### config.mk
export PLATFORM = sky130hd
export DESIGN_NAME = fetch_unit_flat
export DESIGN_NICKNAME = d
export VERILOG_FILES = /design/src/rtl/fetch_unit_pkg.sv /design/src/rtl/fetch_unit_if.sv /design/src/rtl/fetch_unit_hold_buf.sv /design/src/rtl/fetch_unit.sv /design/src/flat_wrapper.sv
export SDC_FILE = /design/constraint.sdc
export NUM_CORES = 1
export LEC_CHECK = 0
export CAP_MARGIN = 40
export CORE_UTILIZATION = 45
export DETAILED_ROUTE_END_ITERATION = 12
export MAX_ROUTING_LAYER = met4
export PLACE_DENSITY_LB_ADDON = 0.3
export SLEW_MARGIN = 20
export SYNTH_ARGS = -nofsm -noshare
export SYNTH_HDL_FRONTEND = slang
export SYNTH_HIERARCHICAL = 1
export SYNTH_SLANG_ARGS = --single-unit
### constraint.sdc
create_clock -name clk_i -period 3.6 [get_ports clk_i]
set_input_delay 0.72 -clock clk_i [delete_from_list [all_inputs] [get_ports clk_i]]
set_output_delay 0.72 -clock clk_i [all_outputs]
set_load 0.05 [all_outputs]
### src/rtl/fetch_unit_pkg.sv
// fetch_pkg: shared types and constants for the instruction-fetch stage.
// Contents: state_e (IDLE/REQ/HOLD/KILL), NOP_INSTR (bubble encoding), PC_STEP (bytes per fetch).
package fetch_pkg;
    typedef enum logic [1:0] {IDLE, REQ, HOLD, KILL} state_e;
    localparam logic [31:0] NOP_INSTR = 32'h0;
    localparam logic [31:0] PC_STEP   = 32'd4;
endpackage

### src/rtl/fetch_unit_if.sv
// fetch_unit_if: instruction-memory request/response bus.
// Signals: req/addr (fetch side to memory), ready/data (memory to fetch side).
// Modports: master = fetch unit, slave = instruction memory.
interface fetch_unit_if;
    logic        req;
    logic [31:0] addr;
    logic        ready;
    logic [31:0] data;
    modport master (output req, addr, input ready, data);
    modport slave  (input req, addr, output ready, data);
endinterface

### src/rtl/fetch_unit_hold_buf.sv
// fetch_hold_buf: one-entry {pc, instr} buffer that parks a fetched instruction during a stall.
// Ports: clk_i, rst_i (async active-low), load_i/pc_i/instr_i (capture), release_i (consumed),
//        discard_i (dropped by a redirect), pc_o/instr_o (buffered entry).
module fetch_hold_buf (
    input  logic        clk_i,
    input  logic        rst_i,
    input  logic        load_i,
    input  logic        release_i,
    input  logic        discard_i,
    input  logic [31:0] pc_i,
    input  logic [31:0] instr_i,
    output logic [31:0] pc_o,
    output logic [31:0] instr_o
);
    logic [31:0] pc_q, instr_q;
    always_ff @(posedge clk_i or negedge rst_i) begin
        if (!rst_i) begin
            pc_q    <= '0;
            instr_q <= '0;
        end else if (load_i) begin
            pc_q    <= pc_i;
            instr_q <= instr_i;
        end else if (release_i || discard_i) begin
            pc_q    <= '0;
            instr_q <= '0;
        end
    end
    assign pc_o    = pc_q;
    assign instr_o = instr_q;
endmodule

### src/rtl/fetch_unit.sv
// fetch_unit: IF stage owning the PC, fetching over a req/ready bus and feeding the IF/ID register.
// Ports: clk_i, rst_i (async active-low), flush_i/target_i (ID redirect), stall_i (ID hazard),
//        imem (fetch_unit_if.master), ifid_valid_o/ifid_pc_o/ifid_instr_o (IF/ID register).
// Optional: define FETCH_PERF_EN to add perf_fetch_o, perf_flush_o, perf_kill_o counters.
module fetch_unit
    import fetch_pkg::*;
#(
    parameter logic [31:0] RESET_PC = 32'h0000_0000
) (
    input  logic               clk_i,
    input  logic               rst_i,
    input  logic               flush_i,
    input  logic [31:0]        target_i,
    input  logic               stall_i,
    fetch_unit_if.master       imem,
    output logic               ifid_valid_o,
    output logic [31:0]        ifid_pc_o,
    output logic [31:0]        ifid_instr_o
`ifdef FETCH_PERF_EN
    ,
    output logic [31:0]        perf_fetch_o,
    output logic [31:0]        perf_flush_o,
    output logic [31:0]        perf_kill_o
`endif
);
    state_e      state_q, state_d;
    logic [31:0] pc_q, pc_d, redir_q, redir_d;
    logic        ifid_valid_q;
    logic [31:0] ifid_pc_q, ifid_instr_q;
    logic        deliver, buf_load, buf_release, buf_discard, kill;
    logic [31:0] dpc, dinstr, buf_pc, buf_instr;

    fetch_hold_buf u_hold (
        .clk_i     (clk_i),
        .rst_i     (rst_i),
        .load_i    (buf_load),
        .release_i (buf_release),
        .discard_i (buf_discard),
        .pc_i      (pc_q),
        .instr_i   (imem.data),
        .pc_o      (buf_pc),
        .instr_o   (buf_instr)
    );

    always_comb begin
        state_d     = state_q;
        pc_d        = pc_q;
        redir_d     = redir_q;
        deliver     = 1'b0;
        dpc         = pc_q;
        dinstr      = imem.data;
        buf_load    = 1'b0;
        buf_release = 1'b0;
        buf_discard = 1'b0;
        kill        = 1'b0;
        case (state_q)
            IDLE: state_d = REQ;
            REQ: begin
                if (imem.ready) begin
                    if (flush_i) begin
                        pc_d = target_i;
                        kill = 1'b1;
                    end else begin
                        pc_d = pc_q + PC_STEP;
                        if (stall_i) begin
                            buf_load = 1'b1;
                            state_d  = HOLD;
                        end else begin
                            deliver = 1'b1;
                        end
                    end
                end else if (flush_i) begin
                    redir_d = target_i;
                    state_d = KILL;
                    kill    = 1'b1;
                end
            end
            HOLD: begin
                if (flush_i) begin
                    pc_d        = target_i;
                    buf_discard = 1'b1;
                    state_d     = REQ;
                end else if (!stall_i) begin
                    deliver     = 1'b1;
                    dpc         = buf_pc;
                    dinstr      = buf_instr;
                    buf_release = 1'b1;
                    state_d     = REQ;
                end
            end
            KILL: begin
                // A flush coinciding with the stale ready is the newest target, so it wins.
                if (flush_i) redir_d = target_i;
                if (imem.ready) begin
                    pc_d    = flush_i ? target_i : redir_q;
                    state_d = REQ;
                end
            end
            default: state_d = IDLE;
        endcase
    end

    always_ff @(posedge clk_i or negedge rst_i) begin
        if (!rst_i) begin
            state_q      <= IDLE;
            pc_q         <= RESET_PC;
            redir_q      <= '0;
            ifid_valid_q <= 1'b0;
            ifid_pc_q    <= '0;
            ifid_instr_q <= NOP_INSTR;
        end else begin
            state_q <= state_d;
            pc_q    <= pc_d;
            redir_q <= redir_d;
            if (flush_i) begin
                ifid_valid_q <= 1'b0;
                ifid_pc_q    <= '0;
                ifid_instr_q <= NOP_INSTR;
            end else if (!stall_i) begin
                ifid_valid_q <= deliver;
                ifid_pc_q    <= deliver ? dpc : '0;
                ifid_instr_q <= deliver ? dinstr : NOP_INSTR;
            end
        end
    end

    assign imem.req     = (state_q == REQ) || (state_q == KILL);
    assign imem.addr    = pc_q;
    assign ifid_valid_o = ifid_valid_q;
    assign ifid_pc_o    = ifid_pc_q;
    assign ifid_instr_o = ifid_instr_q;

`ifdef FETCH_PERF_EN
    logic [31:0] perf_fetch_q, perf_flush_q, perf_kill_q;
    always_ff @(posedge clk_i or negedge rst_i) begin
        if (!rst_i) begin
            perf_fetch_q <= '0;
            perf_flush_q <= '0;
            perf_kill_q  <= '0;
        end else begin
            perf_fetch_q <= perf_fetch_q + 32'(deliver);
            perf_flush_q <= perf_flush_q + 32'(flush_i);
            perf_kill_q  <= perf_kill_q + 32'(kill);
        end
    end
    assign perf_fetch_o = perf_fetch_q;
    assign perf_flush_o = perf_flush_q;
    assign perf_kill_o  = perf_kill_q;
`endif
endmodule

### src/flat_wrapper.sv
// flat-port wrapper written by rule: the top's interface ports become plain ports
module fetch_unit_flat import fetch_pkg::*;
#(
    parameter logic [31:0] RESET_PC = 32'h0000_0000
)
  (clk_i, rst_i, flush_i, target_i, stall_i, ifid_valid_o, ifid_pc_o, ifid_instr_o, imem_req, imem_addr, imem_ready, imem_data);
  fetch_unit_if imem_i ();
  input  logic clk_i;
  input  logic rst_i;
  input  logic flush_i;
  input  logic [31:0] target_i;
  input  logic stall_i;
  output logic ifid_valid_o;
  output logic [31:0] ifid_pc_o;
  output logic [31:0] ifid_instr_o;
  output wire logic [$bits(imem_i.req)-1:0] imem_req;
  output wire logic [$bits(imem_i.addr)-1:0] imem_addr;
  input wire logic [$bits(imem_i.ready)-1:0] imem_ready;
  input wire logic [$bits(imem_i.data)-1:0] imem_data;
  assign imem_req = imem_i.req;
  assign imem_addr = imem_i.addr;
  assign imem_i.ready = imem_ready;
  assign imem_i.data = imem_data;
  fetch_unit #(.RESET_PC(RESET_PC)) u_core (.clk_i(clk_i), .rst_i(rst_i), .flush_i(flush_i), .target_i(target_i), .stall_i(stall_i), .imem(imem_i), .ifid_valid_o(ifid_valid_o), .ifid_pc_o(ifid_pc_o), .ifid_instr_o(ifid_instr_o));
endmodule
==> reports/metrics.cfg <==
[synth]
syn_area_mm2 = 0.00968
synth_top_area_share_pct = 50.4
synth-seq-cells = 195
synth.avg_cell_area_um2 = 10.7
synth_flop_cell = dfrtp_1
synthCells = 903
yosysWarnings = 6
yosysUniqueCellTypes = 55
synth_top_cell_by_area = dfrtp_1
synthTopCellsByCount = 195 x dfrtp_1, 88 x nand2_1, 68 x a22o_1, 68 x nor2b_1, 66 x mux2i_1
ys_seq_area_share_pct = 50.4
synth_most_common_cell = dfrtp_1
ys_top_cells_by_area = dfrtp_1 50%, mux2i_1 6.8%, a22o_1 6.2%, mux2_2 5.1%, nor2b_1 4.4%
synth_nets = 977
synth-edff-count = 0
synthArstFlopShare_pct = 100

[global_routing]
grt_usage_pct = 24.3
grt_max_degree = 91
overflow = 0
antenna_found_initial = 0
grt_pass1_wl_um = 40500
grt_pass1_vias = 7342

[routing]
initialDrtViolationCount = 756
wl_met1_um = 12100
routed_via_density = 5.71
vias = 7533
routed.top_layer = met4
postRouteAntennaNets = 0
drc_errors = 0
wire_per_inst_um = 19.1
wl_met3_um = 1490
drt_pass1_iterations = 7
totalWireLength_um = 25200
dr_wl_met2_um = 11400

[setup_path]
worstPathRequired_ps = 2880
critPathCaptureType = output pin
critPathKind = flop to output pin
r2r_slack_ps = 1210
crit_slowest_cell = clkdlybuf4s50_1
path_cells = inv_1 > ha_1 > or2_2 > clkdlybuf4s50_1
crit_path_max_fanout = 9
crit_path_start_kind = flop
critPathArrivalTime_ps = 2340
max_stage_delay_ps = 810
rr_worst_depth = 6
r2r_start = u_core/state_q[0]$_DFFE_PN0P_
r2r-end = u_core/ifid_pc_o[15]$_DFFE_PN0P_

[placed_design]
routabilityCongestion = 0.891
hpwl_um = 16300
port_buffers = 166
post-place-ws_ps = 785

[clocking]
post_cts_buffers = 0
cts-buffers-inserted = 17
worstSkewPairLatency_ps = 430
clockRootBuffer = clkbuf_16
cts_buffer_depth = 2
h-tree-depth = 4
clock_sinks = 195
cts_tree = built
clkSlewWorstSetupHoldPaths_ps = 70
ctsResizeCount = 0
cts_hold_buffers = 0

[timing]
setup_viol = 0
fin_crit_ps = 3060
fin_setup_tns_ps = 0
worst_slack_ps = 541
hold_slack_ps = 329
fmax_ghz = 0.327
finalClockSkew_ps = 16.2
finalMaxSlewViolations = 0
hold_viol = 0
rsz0062_at_grt = false
worstMarginPinSlew_ps = 785
fin_crit_sh_pct = 85.0
slew-limit-headroom_pct = 47.6

[pwr]
power_frac_seq_pct = 36.6
p_per_area_mw_per_mm2 = 849
ir_worst_vdd_mv = 0.801
p_leak_nw = 5.05
combPwrFrac_pct = 44.5
switching_power_mw = 4.24
swShare_pct = 41.4
internal-power_mw = 6.01
power_frac_clock_pct = 18.9

[min_path]
worstHoldPathType = input port to async pin

[job]
max_cap_viol_count = 0

[floorplan]
rows = 53
io_pins = 167
die-area_mm2 = 0.0221
die_w_um = 149
start_util_pct = 46.0
core-area_mm2 = 0.0210
die_height_um = 149

[final_layout]
final_nets = 1108
drive_gt1_share_pct = 9.95
n_fill_cell = 1777
syn_to_final_growth_pct = 24.9
seq_area_mm2 = 0.00488
antennaDiodeCount = 0
multiInputGateArea_mm2 = 0.00438

[run_status]
status = finished clean

[registers in the layout, summed over array words and instances, names as in the netlist]
signal,count
u_core/imem.addr,32
u_core/u_hold/pc_o,32
u_core/redir_q,32
u_core/ifid_valid_o,1
u_core/u_hold/instr_o,32
u_core/ifid_pc_o,32
u_core/state_q,2
u_core/ifid_instr_o,32
[worst max path at each step]
stage | start | endpoint | slack (ps) | cells past startpoint
3_3_place_gp | flush_i | u_core/ifid_pc_o[22]$_DFFE_PN0P_ | 840 | 5
4_1_cts | u_core/state_q[1]$_DFFE_PN0P_ | imem_req | 560 | 4
6_report | u_core/state_q[1]$_DFFE_PN0P_ | imem_req | 540 | 4
2_1_floorplan | u_core/state_q[0]$_DFFE_PN0P_ | u_core/u_hold/pc_o[15]$_DFFE_PN0P_ | 1390 | 9
3_5_place_dp | flush_i | u_core/ifid_pc_o[12]$_DFFE_PN0P_ | 790 | 5
5_1_grt | u_core/state_q[1]$_DFFE_PN0P_ | imem_req | 440 | 4
[power groups by stage]
stage	Clock, mW	Sequential [mW]	Combinational [mW]
floorplan	0	4.36	2.51
global route	2.07	3.86	4.91
detailed placement	0	3.77	4.53
CTS	1.99	3.74	4.56
finish	1.94	3.75	4.56
global placement	0	3.73	4.44
[final cells by class]
cell class                      count  share of cell area (%)
Timing Repair Buffer              183                    15.4
Clock inverter                      9                    1.09
Inverter                            6                   0.186
Tap cell                          275                    2.85
Clock buffer                       21                    3.81
Multi-Input combinational cell    631                    36.3
Sequential cell                   195                    40.4
[placed cells by master, fill, tap and decap left out, drive strengths merged, types with 10 or more instances in the layout]
cell type and n:
dfrtp 195, clkdlybuf4s50 165, o21ai 105, nand2 88, a22o 68, nor2b 68, mux2i 66, mux2 44
nor2 42, clkbuf 22, a22oi 19, buf 17, a221oi 15, nand3 13, a21oi 12, nor3 10
nand4 10
[kinds of logic (layout without fill, tap and decap cells)]
group / Yosys count / after routing / synth area share, %
AOI/OAI and AO/OA: 244 / 244 / 17.2
xor gates and xnor gates: 15 / 15 / 1.36
adders and majority gates: 5 / 5 / 0.646
buffers and inverters: 77 / 219 / 4.56
DFF: 195 / 195 / 50.4
muxes: 110 / 110 / 11.9
and+or+nand+nor: 257 / 257 / 13.8
[worst max-delay path: cells and delay by family, from the launching register on]
kind,cells,cell delay [ps]
buffers and inverters,2,910
flip-flops,1,450
adder cells (fa/ha/maj),1,350
AND/OR/NAND/NOR,1,190
[routing by layer]
metal | vias to the layer above | global-route usage [%]
met2 | 309 | 35.5
li1 | 3518 | -
met3 | 23 | 3.83
met4 | 0 | 6.24
met5 | - | -
met1 | 3683 | 35.0
[per-stage QoR]
| stage | power, mW | cell area (µm²) | utilization, % | cells |
|---|---|---|---|---|
| after floorplan | 6.86 | 9680 | - | 903 |
| after global placement | 8.18 | 11500 | 54.5 | 1289 |
| after detailed placement | 8.29 | 11500 | 54.7 | 1290 |
| after CTS | 10.3 | 12100 | 57.5 | 1320 |
| after global routing | 10.8 | 12100 | 57.5 | 1320 |
| final | 10.3 | 12100 | 57.5 | 1320 |
Note: power is estimated with default switching activity, not from simulation.
